===== config.mk =====
export PLATFORM = sky130hd
export DESIGN_NAME = lsu_pipe
export DESIGN_NICKNAME = d
export VERILOG_FILES = /design/src/rtl/lsu_pipe.sv
export SDC_FILE = /design/constraint.sdc
export NUM_CORES = 1
export LEC_CHECK = 0
export ABC_AREA = 1
export BUFFER_PORTS_ARGS = -buffer_cell sky130_fd_sc_hd__buf_2
export CAP_MARGIN = 20
export CORE_MARGIN = 2
export CORE_UTILIZATION = 58
export DETAILED_ROUTE_END_ITERATION = 8
export MAX_ROUTING_LAYER = met4
export PLACE_DENSITY = 0.87
export REMOVE_ABC_BUFFERS = 1
export SKIP_CTS_REPAIR_TIMING = 1
export SYNTH_ARGS = -nofsm -noshare
export SYNTH_HDL_FRONTEND = slang
export SYNTH_SLANG_ARGS = --single-unit

===== constraint.sdc =====
create_clock -name clk -period 8.25 [get_ports clk]
set_clock_uncertainty 0.1 [all_clocks]
set_input_delay 1.65 -clock clk [delete_from_list [all_inputs] [get_ports clk]]
set_output_delay 1.65 -clock clk [all_outputs]
set_load 0.05 [all_outputs]

===== src/rtl/lsu_pipe.sv =====
// Load/store unit: effective address, single-outstanding dmem access, lane alignment, CDB result FIFO.
// Latency: accept -> dmem request next cycle; result visible on CDB the cycle after dmem_resp.
// Backpressure: rvs_rdy drops while an op is in flight or the result buffer is full; CDB pops on cdb_req && cdb_rdy.
// Optional macro LSU_MISALIGN_TRAP_EN: misaligned half/word ops trap (cdb_exc=1) instead of being force-aligned.
module lsu_pipe #(
  parameter int TAG_W = 4,
  parameter int DEPTH = 2
) (
  input  logic             clk,
  input  logic             rst,
  input  logic             rvs_req,
  output logic             rvs_rdy,
  input  logic [3:0]       rvs_opc,
  input  logic [TAG_W-1:0] rvs_tag,
  input  logic [31:0]      rvs_rs1,
  input  logic [31:0]      rvs_rs2,
  input  logic [31:0]      rvs_imm,
  output logic [31:0]      dmem_addr,
  output logic [3:0]       dmem_rmask,
  output logic [3:0]       dmem_wmask,
  output logic [31:0]      dmem_wdata,
  input  logic [31:0]      dmem_rdata,
  input  logic             dmem_resp,
  output logic             cdb_req,
  input  logic             cdb_rdy,
  output logic [TAG_W-1:0] cdb_tag,
  output logic [31:0]      cdb_wdata,
  output logic             cdb_exc
);

  localparam int PTR_W = (DEPTH > 1) ? $clog2(DEPTH) : 1;
  localparam int CNT_W = $clog2(DEPTH + 1);
  localparam logic [PTR_W-1:0] PTR_LAST = PTR_W'(DEPTH - 1);
  localparam logic [CNT_W-1:0] CNT_FULL = CNT_W'(DEPTH);

  typedef enum logic {IDLE, MEM} state_t;

  typedef struct packed {
    logic [TAG_W-1:0] tag;
    logic [31:0]      data;
    logic             exc;
  } ent_t;

  state_t           state;
  logic [3:0]       opc_q;
  logic [TAG_W-1:0] tag_q;
  logic [31:0]      addr_q;
  logic [31:0]      rs2_q;
  logic             mis_q;

  ent_t             buf_q [DEPTH];
  logic [PTR_W-1:0] wptr;
  logic [PTR_W-1:0] rptr;
  logic [CNT_W-1:0] count;

  logic             acc;
  logic             pending;
  logic             push;
  logic             pop;
  logic [31:0]      eff_addr;
  logic             sz_byte;
  logic             sz_half;
  logic             sz_word;
  logic [1:0]       off;
  logic [3:0]       mask_base;
  logic [3:0]       mask;
  logic             mem_active;
  logic [31:0]      sh;
  logic [31:0]      ld_data;
  ent_t             push_ent;
  ent_t             head;

  function automatic logic [PTR_W-1:0] ptr_inc(input logic [PTR_W-1:0] p);
    return (p == PTR_LAST) ? '0 : p + 1'b1;
  endfunction

  assign eff_addr = rvs_rs1 + rvs_imm;

  // An op in flight already owns a reserved buffer slot, so accept only when idle with space left.
  assign pending = (state != IDLE);
  assign rvs_rdy = !rst && !pending && (count < CNT_FULL);
  assign acc     = rvs_req && rvs_rdy;

  // Size decode of the latched op; reserved size 11 behaves as a word.
  assign sz_byte = (opc_q[1:0] == 2'b00);
  assign sz_half = (opc_q[1:0] == 2'b01);
  assign sz_word = opc_q[1];

  // Byte offset forced to natural alignment; trapping builds never issue misaligned ops anyway.
  assign off       = sz_word ? 2'b00 : (sz_half ? {addr_q[1], 1'b0} : addr_q[1:0]);
  assign mask_base = sz_byte ? 4'b0001 : (sz_half ? 4'b0011 : 4'b1111);
  assign mask      = mask_base << off;

  assign mem_active = (state == MEM) && !mis_q;
  assign dmem_addr  = {addr_q[31:2], 2'b00};
  assign dmem_rmask = (mem_active && !opc_q[3]) ? mask : 4'b0000;
  assign dmem_wmask = (mem_active &&  opc_q[3]) ? mask : 4'b0000;
  assign dmem_wdata = rs2_q << {off, 3'b000};

  assign sh = dmem_rdata >> {off, 3'b000};

  // Load lane extraction with sign or zero extension for sub-word sizes.
  always_comb begin
    ld_data = sh;
    if (sz_byte) begin
      ld_data = {{24{!opc_q[2] && sh[7]}}, sh[7:0]};
    end else if (sz_half) begin
      ld_data = {{16{!opc_q[2] && sh[15]}}, sh[15:0]};
    end
  end

  // A trapped op completes without touching memory; otherwise wait for the response pulse.
  assign push          = (state == MEM) && (mis_q || dmem_resp);
  assign push_ent.tag  = tag_q;
  assign push_ent.data = mis_q ? addr_q : (opc_q[3] ? 32'd0 : ld_data);
  assign push_ent.exc  = mis_q;

`ifdef LSU_MISALIGN_TRAP_EN
  logic mis_in;
  assign mis_in = ((rvs_opc[1:0] == 2'b01) && eff_addr[0]) ||
                  (rvs_opc[1] && (eff_addr[1:0] != 2'b00));

  // Remember whether the accepted op is misaligned so it bypasses memory.
  always_ff @(posedge clk or posedge rst) begin
    if (rst) begin
      mis_q <= 1'b0;
    end else if (acc) begin
      mis_q <= mis_in;
    end
  end
`else
  assign mis_q = 1'b0;
`endif

  // Op capture and IDLE/MEM sequencing; the request is held from registers until completion.
  always_ff @(posedge clk or posedge rst) begin
    if (rst) begin
      state  <= IDLE;
      opc_q  <= 4'd0;
      tag_q  <= '0;
      addr_q <= 32'd0;
      rs2_q  <= 32'd0;
    end else begin
      case (state)
        IDLE: begin
          if (acc) begin
            opc_q  <= rvs_opc;
            tag_q  <= rvs_tag;
            addr_q <= eff_addr;
            rs2_q  <= rvs_rs2;
            state  <= MEM;
          end
        end
        MEM: begin
          if (push) begin
            state <= IDLE;
          end
        end
        default: state <= IDLE;
      endcase
    end
  end

  assign pop = cdb_req && cdb_rdy;

  // Result FIFO pointers and occupancy; pointers wrap at DEPTH for any DEPTH.
  always_ff @(posedge clk or posedge rst) begin
    if (rst) begin
      wptr  <= '0;
      rptr  <= '0;
      count <= '0;
    end else begin
      if (push) wptr <= ptr_inc(wptr);
      if (pop)  rptr <= ptr_inc(rptr);
      if (push && !pop) begin
        count <= count + 1'b1;
      end else if (pop && !push) begin
        count <= count - 1'b1;
      end
    end
  end

  // Result storage; contents are only observed while occupied, so no reset is needed.
  always_ff @(posedge clk) begin
    if (push) begin
      buf_q[wptr] <= push_ent;
    end
  end

  // The single-outstanding rule reserves a slot before issue, so a full push is a design bug.
  assert property (@(posedge clk) disable iff (rst) !(push && (count == CNT_FULL)));

  assign head      = buf_q[rptr];
  assign cdb_req   = (count != '0);
  assign cdb_tag   = cdb_req ? head.tag  : '0;
  assign cdb_wdata = cdb_req ? head.data : 32'd0;
  assign cdb_exc   = cdb_req && head.exc;

endmodule


Word level (Yosys, flattened, before mapping) --
Memories as Yosys holds them, arrays and structs flattened. Index checks and enable logic that the tools add are counted. Widths: inputs -> output; s select.
Storage, ports and cells: bits in registers 77, word-level logic and storage cells 62, memories kept 1, memory bits (writable) 72, output and inout bits 111, bits of input ports 141
Cells by class: reduce and logical (&&, ||, !) cells 22, bitwise logic cells 1, shifts and indexed selects 3, muxes and demuxes 20, magnitude comparators 1, equal/unequal tests 1, $add $sub $neg 5
Memory list:
- buf_q | depth 2, width 36, read ports 1, clocked after memory_dff 0, write ports 1, line 51 | ent_t buf_q [DEPTH];
Operator list (count):
- $mux 32 | 4
- $add 32x32->32 | 1
- $shl 32x5->32 | 1
- $shr 32x5->32 | 1
- $mux 4 | 5
- $logic_and 1x1->1 | 11
- $mux 1 | 7
- $logic_not 1->1 | 6
- $mux 2 | 3
- $reduce_bool 2->1 | 2
- $shl 4x2->4 | 1
- $add 1x1->1 const B | 2
- $add 2x1->2 const B | 1
- $eq 2x1->1 const B | 1
- $logic_not 2->1 | 1
- $lt 2x2->1 const B | 1
- $pmux 1 s2 | 1
- $reduce_and 2->1 | 1
- $sub 2x1->2 const B | 1
- $logic_and 1x1->1 const B | 1
- $not 1->1 | 1

Logic depth before layout (Yosys ltp) --
word-level depth 8, depth in mapped cells 12, depth with buffers taken out 12

Worst setup path before layout --
OpenSTA, ideal clock, no wires.
path type in2out, start point input rst, end point output rvs_rdy, path slack 4.215 ns, cell stages on the path 1, buffers on the path 0, arrival time 2.285 ns, cell sequence nor3_2
On the way: word-level cells in the longest chain between the ends 3
RTL lines:
- start, declared | line 10 | input logic rst,
- $logic_not 1->1 (no line)
- $logic_and 1x1->1 (2 in a row) | line 81 | assign rvs_rdy = !rst && !pending && (count < CNT_FULL);
- end, declared | line 12 | output logic rvs_rdy,
Every way passes these cells.

Final worst setup path --
start point register opc_q[1], end point output dmem_wdata[18]
On the way: word-level cells in the longest chain between the ends 4
RTL lines:
- start, declared | line 45 | logic [3:0] opc_q;
- start signal, assigned | line 147 | opc_q <= rvs_opc;
- $eq 2x1->1 | line 86 | assign sz_half = (opc_q[1:0] == 2'b01);
- $mux 1 | line 90 | assign off = sz_word ? 2'b00 : (sz_half ? {addr_q[1], 1'b0} : addr_q[1:0]);
- $mux 2 (*) | line 90
- $shl 32x5->32 (*) | line 98 | assign dmem_wdata = rs2_q << {off, 3'b000};
- end, declared | line 21 | output logic [31:0] dmem_wdata,
Every way passes the cells marked *; elsewhere a longest branch is shown, timed or not.

==> Flow_metrics.wiki <==
{| class="wikitable"
! Metric !! Value
|-
| Final cell count without fillers || 1717
|-
| Average footprint of a synthesized cell || 7.26 µm²
|-
| Cells after Synth || 1289
|-
| Arrival time at the worst endpoint || 3.41 ns
|-
| Pwr Density || 433 nW/µm²
|-
| Initial cell density of the core || 59.1%
|-
| Total instance count after detailed placement || 1682
|-
| Peak VDD IR || 371 µV
|-
| Fmax achieved || 194 MHz
|-
| Most frequent standard cell in the layout excluding fill and tap cells || nand2_1
|-
| Sort of element at the end of the critical path || output port
|-
| Final worst path period need || 5.16 ns
|-
| Clk pin slew, worst setup/hold paths || 0.06 ns
|-
| Ratio of final minimum period to clock period || 62.6%
|-
| Post-placement worst setup slack || between 3 and 4 ns
|-
| Number of nets in the layout || 1659
|-
| Initial antenna violation count || 3
|-
| Setup crit start || opc_q[1]$_DFFE_PP0P_
|-
| Area of the core || ~16000 µm²
|-
| First-pass GRT wire length || 38.2 mm
|-
| Worst Setup Path Type || flop to output port
|-
| Filler Cell Count || 1293
|-
| Top library cells by usage in the layout, fill and taps aside || nand2_1 (471), buf_2 (248), inv_1 (153)
|-
| Portion of the post-synthesis area used by sequential elements || 43.7%
|-
| Switch share || between 50% and 60%
|-
| Largest net degree at the start of global routing || 85
|-
| Via total after detailed routing || about 9000
|-
| Crit path cell chain || inv_2 > nand2_2 > inv_2 > nand2_1 > o22ai_1 > buf_2
|-
| Dominant cell type by count on the critical path || inv_2
|-
| Sum of negative setup slack || 0 ns
|-
| Cell area after synthesis || 9360 µm²
|-
| Number of global-route vias before repair || 8157
|-
| Final-report setup violation count || 0
|-
| Residual antenna-violating net count after detailed routing || 0
|-
| Slew margin rel. || about 29%
|-
| Max-capacitance violation count || 0
|-
| Number of pins with negative max-slew slack in the final report || 0
|-
| Part of the total power dissipated in sequential elements || a little over a quarter
|-
| WL/cell || 14.7 µm
|-
| Internal Pwr Total || 2.13 mW
|-
| Combinational cell fraction of total power || between 50% and 60%
|-
| Number of distinct library cell variants in the gate-level netlist after synthesis || 35
|-
| Drt total wl || between 20 and 30 mm
|-
| TritonCTS clock tree || yes
|-
| Num Clock Sinks || between 100 and 150
|-
| Worst reg2reg endpoint || buf_q[1][20]$_DFFE_PP_
|-
| Highest fanout seen on the critical path || 43
|-
| Post-synth ARST share || 51.7%
|-
| Final hold violations || 0
|-
| Tightest hold margin || 0.372 ns
|-
| Startpoint types || flop
|-
| Slowest cell on the critical path || inv_2
|-
| Overall overflow remaining after global route || 0
|-
| Detailed-routing iteration count for the pre-antenna-repair pass || 5
|-
| Clock root buffer || clkbuf_16
|-
| Sink of the worst hold path || buf_q[1][35]$_DFFE_PP_
|-
| Clock group share of total power || around 15%
|-
| Main synth FF type || dfrtp_1
|-
| Outcome || complete, no violations
|-
| FF-to-FF setup slack || ~5.2 ns
|-
| Met2 WL post-DR || between 10 and 15 mm
|-
| Port Buffer Count || 248
|-
| Half-perimeter wire length after placement || 18.4 mm
|-
| Die outline area || between 15000 and 20000 µm²
|-
| Class of the worst hold path || flop to flop
|-
| Share of final-layout standard cells stronger than drive strength 1 || 20.6%
|-
| EDFF count, synth || about 70
|-
| Utilization after layout || 69.8%
|-
| IO Count || 252
|-
| Final estimated routing congestion in global placement || 0.905
|-
| Number of flip-flops and latches in the synthesized netlist || 149
|-
| Data required time of the critical path || around 6.5 ns
|-
| RSZ-0062 raised after global routing || false
|-
| Max H-tree Level || 4
|-
| Slowest stage delay, CP || ~0.63 ns
|-
| Reported leakage power || 5.86 nW
|-
| Highest metal layer used by the detailed router || met4
|-
| WL met3 || 1.67 mm
|-
| Die span in x || around 130 µm
|-
| Count of yosys warnings during synthesis || 0
|-
| Hold-critical path depth || 0
|-
| Layout overhead on the synthesized area || 18.0%
|-
| Switching power || 2.65 mW
|-
| Seq. cell area || 4090 µm²
|-
| Total area of multi-input combinational cells || 4260 µm²
|-
| Tightest Pin Transition || 1.06 ns
|-
| Insertion delay to the later sink of the worst-skew pair || ~0.42 ns
|-
| Number of vias per cell after detailed routing || around 5.3
|-
| Floorplan die height || approximately 130 µm
|-
| Met1 routed wirelength after detailed routing || 10.4 mm
|-
| Max clock buf depth || 2
|-
| All-Layer GR Usage || 29.7%
|-
| Start point of the worst min-delay path || tag_q[3]$_DFFE_PP0P_
|-
| Worst R2R Path Depth || 8
|-
| CTS Buf Count || 17
|-
| Number of DRC markers in iteration 0 || 875
|-
| Worst flop-to-flop path startpoint || opc_q[1]$_DFFE_PP0P_
|-
| Remaining DRCs || 0
|-
| Std-Cell Rows || 46
|-
| Final WS setup || around 3.1 ns
|}
worst max-delay path by stage:
stage | to | slack (ns)
after floorplan | addr_q[0]$_DFFE_PP0P_ | 3.56
after global placement | dmem_wdata[21] | 3.71
after detailed placement | dmem_wdata[18] | 3.58
after CTS | dmem_wdata[18] | 3.13
after global routing | dmem_wdata[17] | 2.91
final | dmem_wdata[18] | 3.09
cell families after synthesis:
logic type               count (synthesis)  synth area share (%)
buffers and inverters                  239                  11.1
AO/OA/AOI/OAI                          213                  11.9
XOR/XNOR                                19                  1.78
adder cells (fa/ha/maj)                 33                  4.49
AND/OR/NAND/NOR                        635                  27.0
other                                    1                0.0401
flip-flops                             149                  43.7
sequential cells by signal, indices dropped and copies added (netlist names):
register,count
opc_q,4
mem_active,1
addr_q,32
rs2_q,32
wptr,1
buf_q,72
tag_q,4
rptr,1
count,2
final cells by class:
cell class / count / share of cell area, %
Sequential cell: 149 / 37.0
Inverter: 161 / 5.49
Antenna cell: 3 / 0.0680
Multi-Input combinational cell: 903 / 38.6
Clock buffer: 18 / 3.89
Timing Repair Buffer: 253 / 11.6
Tap cell: 216 / 2.45
Clock inverter: 14 / 0.940
power by group through the flow:
stage / clock, mW / sequential [mW] / combinational, mW
global route: 0.741 / 1.28 / 3.03
finish: 0.701 / 1.25 / 2.82
floorplan: 0 / 1.49 / 1.86
CTS: 0.707 / 1.25 / 2.81
global placement: 0 / 1.25 / 2.75
detailed placement: 0 / 1.26 / 2.81
through the flow:
| stage | instance area [µm²] | power, mW |
|---|---|---|
| floorplan | 8930 | 3.34 |
| global placement | 10500 | 4.00 |
| detailed placement | 10500 | 4.06 |
| CTS | 11000 | 4.77 |
| global route | 11000 | 5.05 |
| finish | 11000 | 4.78 |
cells in the mapped netlist (4+ instances only):
| library cell | n | area [µm²] |
|---|---|---|
| nor2_1 | 89 | 334 |
| o22ai_1 | 8 | 50.1 |
| dfrtp_1 | 77 | 1930 |
| buf_2 | 8 | 40.0 |
| nand3_1 | 49 | 245 |
| nor2_2 | 9 | 56.3 |
| inv_1 | 154 | 578 |
| xnor2_1 | 17 | 149 |
| inv_2 | 4 | 15.0 |
| o21ai_0 | 95 | 475 |
| nand3b_1 | 5 | 37.5 |
| nand2_1 | 472 | 1770 |
| edfxtp_1 | 72 | 2160 |
| o211ai_1 | 8 | 60.1 |
| buf_4 | 33 | 248 |
| a21oi_1 | 96 | 480 |
| ha_1 | 32 | 400 |
| clkbuf_1 | 34 | 128 |
per-layer routing:
| layer | global-route usage, % | vias up |
|---|---|---|
| met2 | 49.3 | 446 |
| li1 | - | 4468 |
| met5 | - | - |
| met3 | 4.97 | 70 |
| met1 | 35.6 | 4110 |
| met4 | 14.0 | 0 |
critical path, delay by kind of cell (launching register included):
kind | cells | cell delay [ns]
buffers and inverters | 3 | 1.24
and+or+nand+nor | 2 | 0.96
DFF | 1 | 0.43
AOI/OAI and AO/OA | 1 | 0.31
Power figures use the tool's default switching activity.
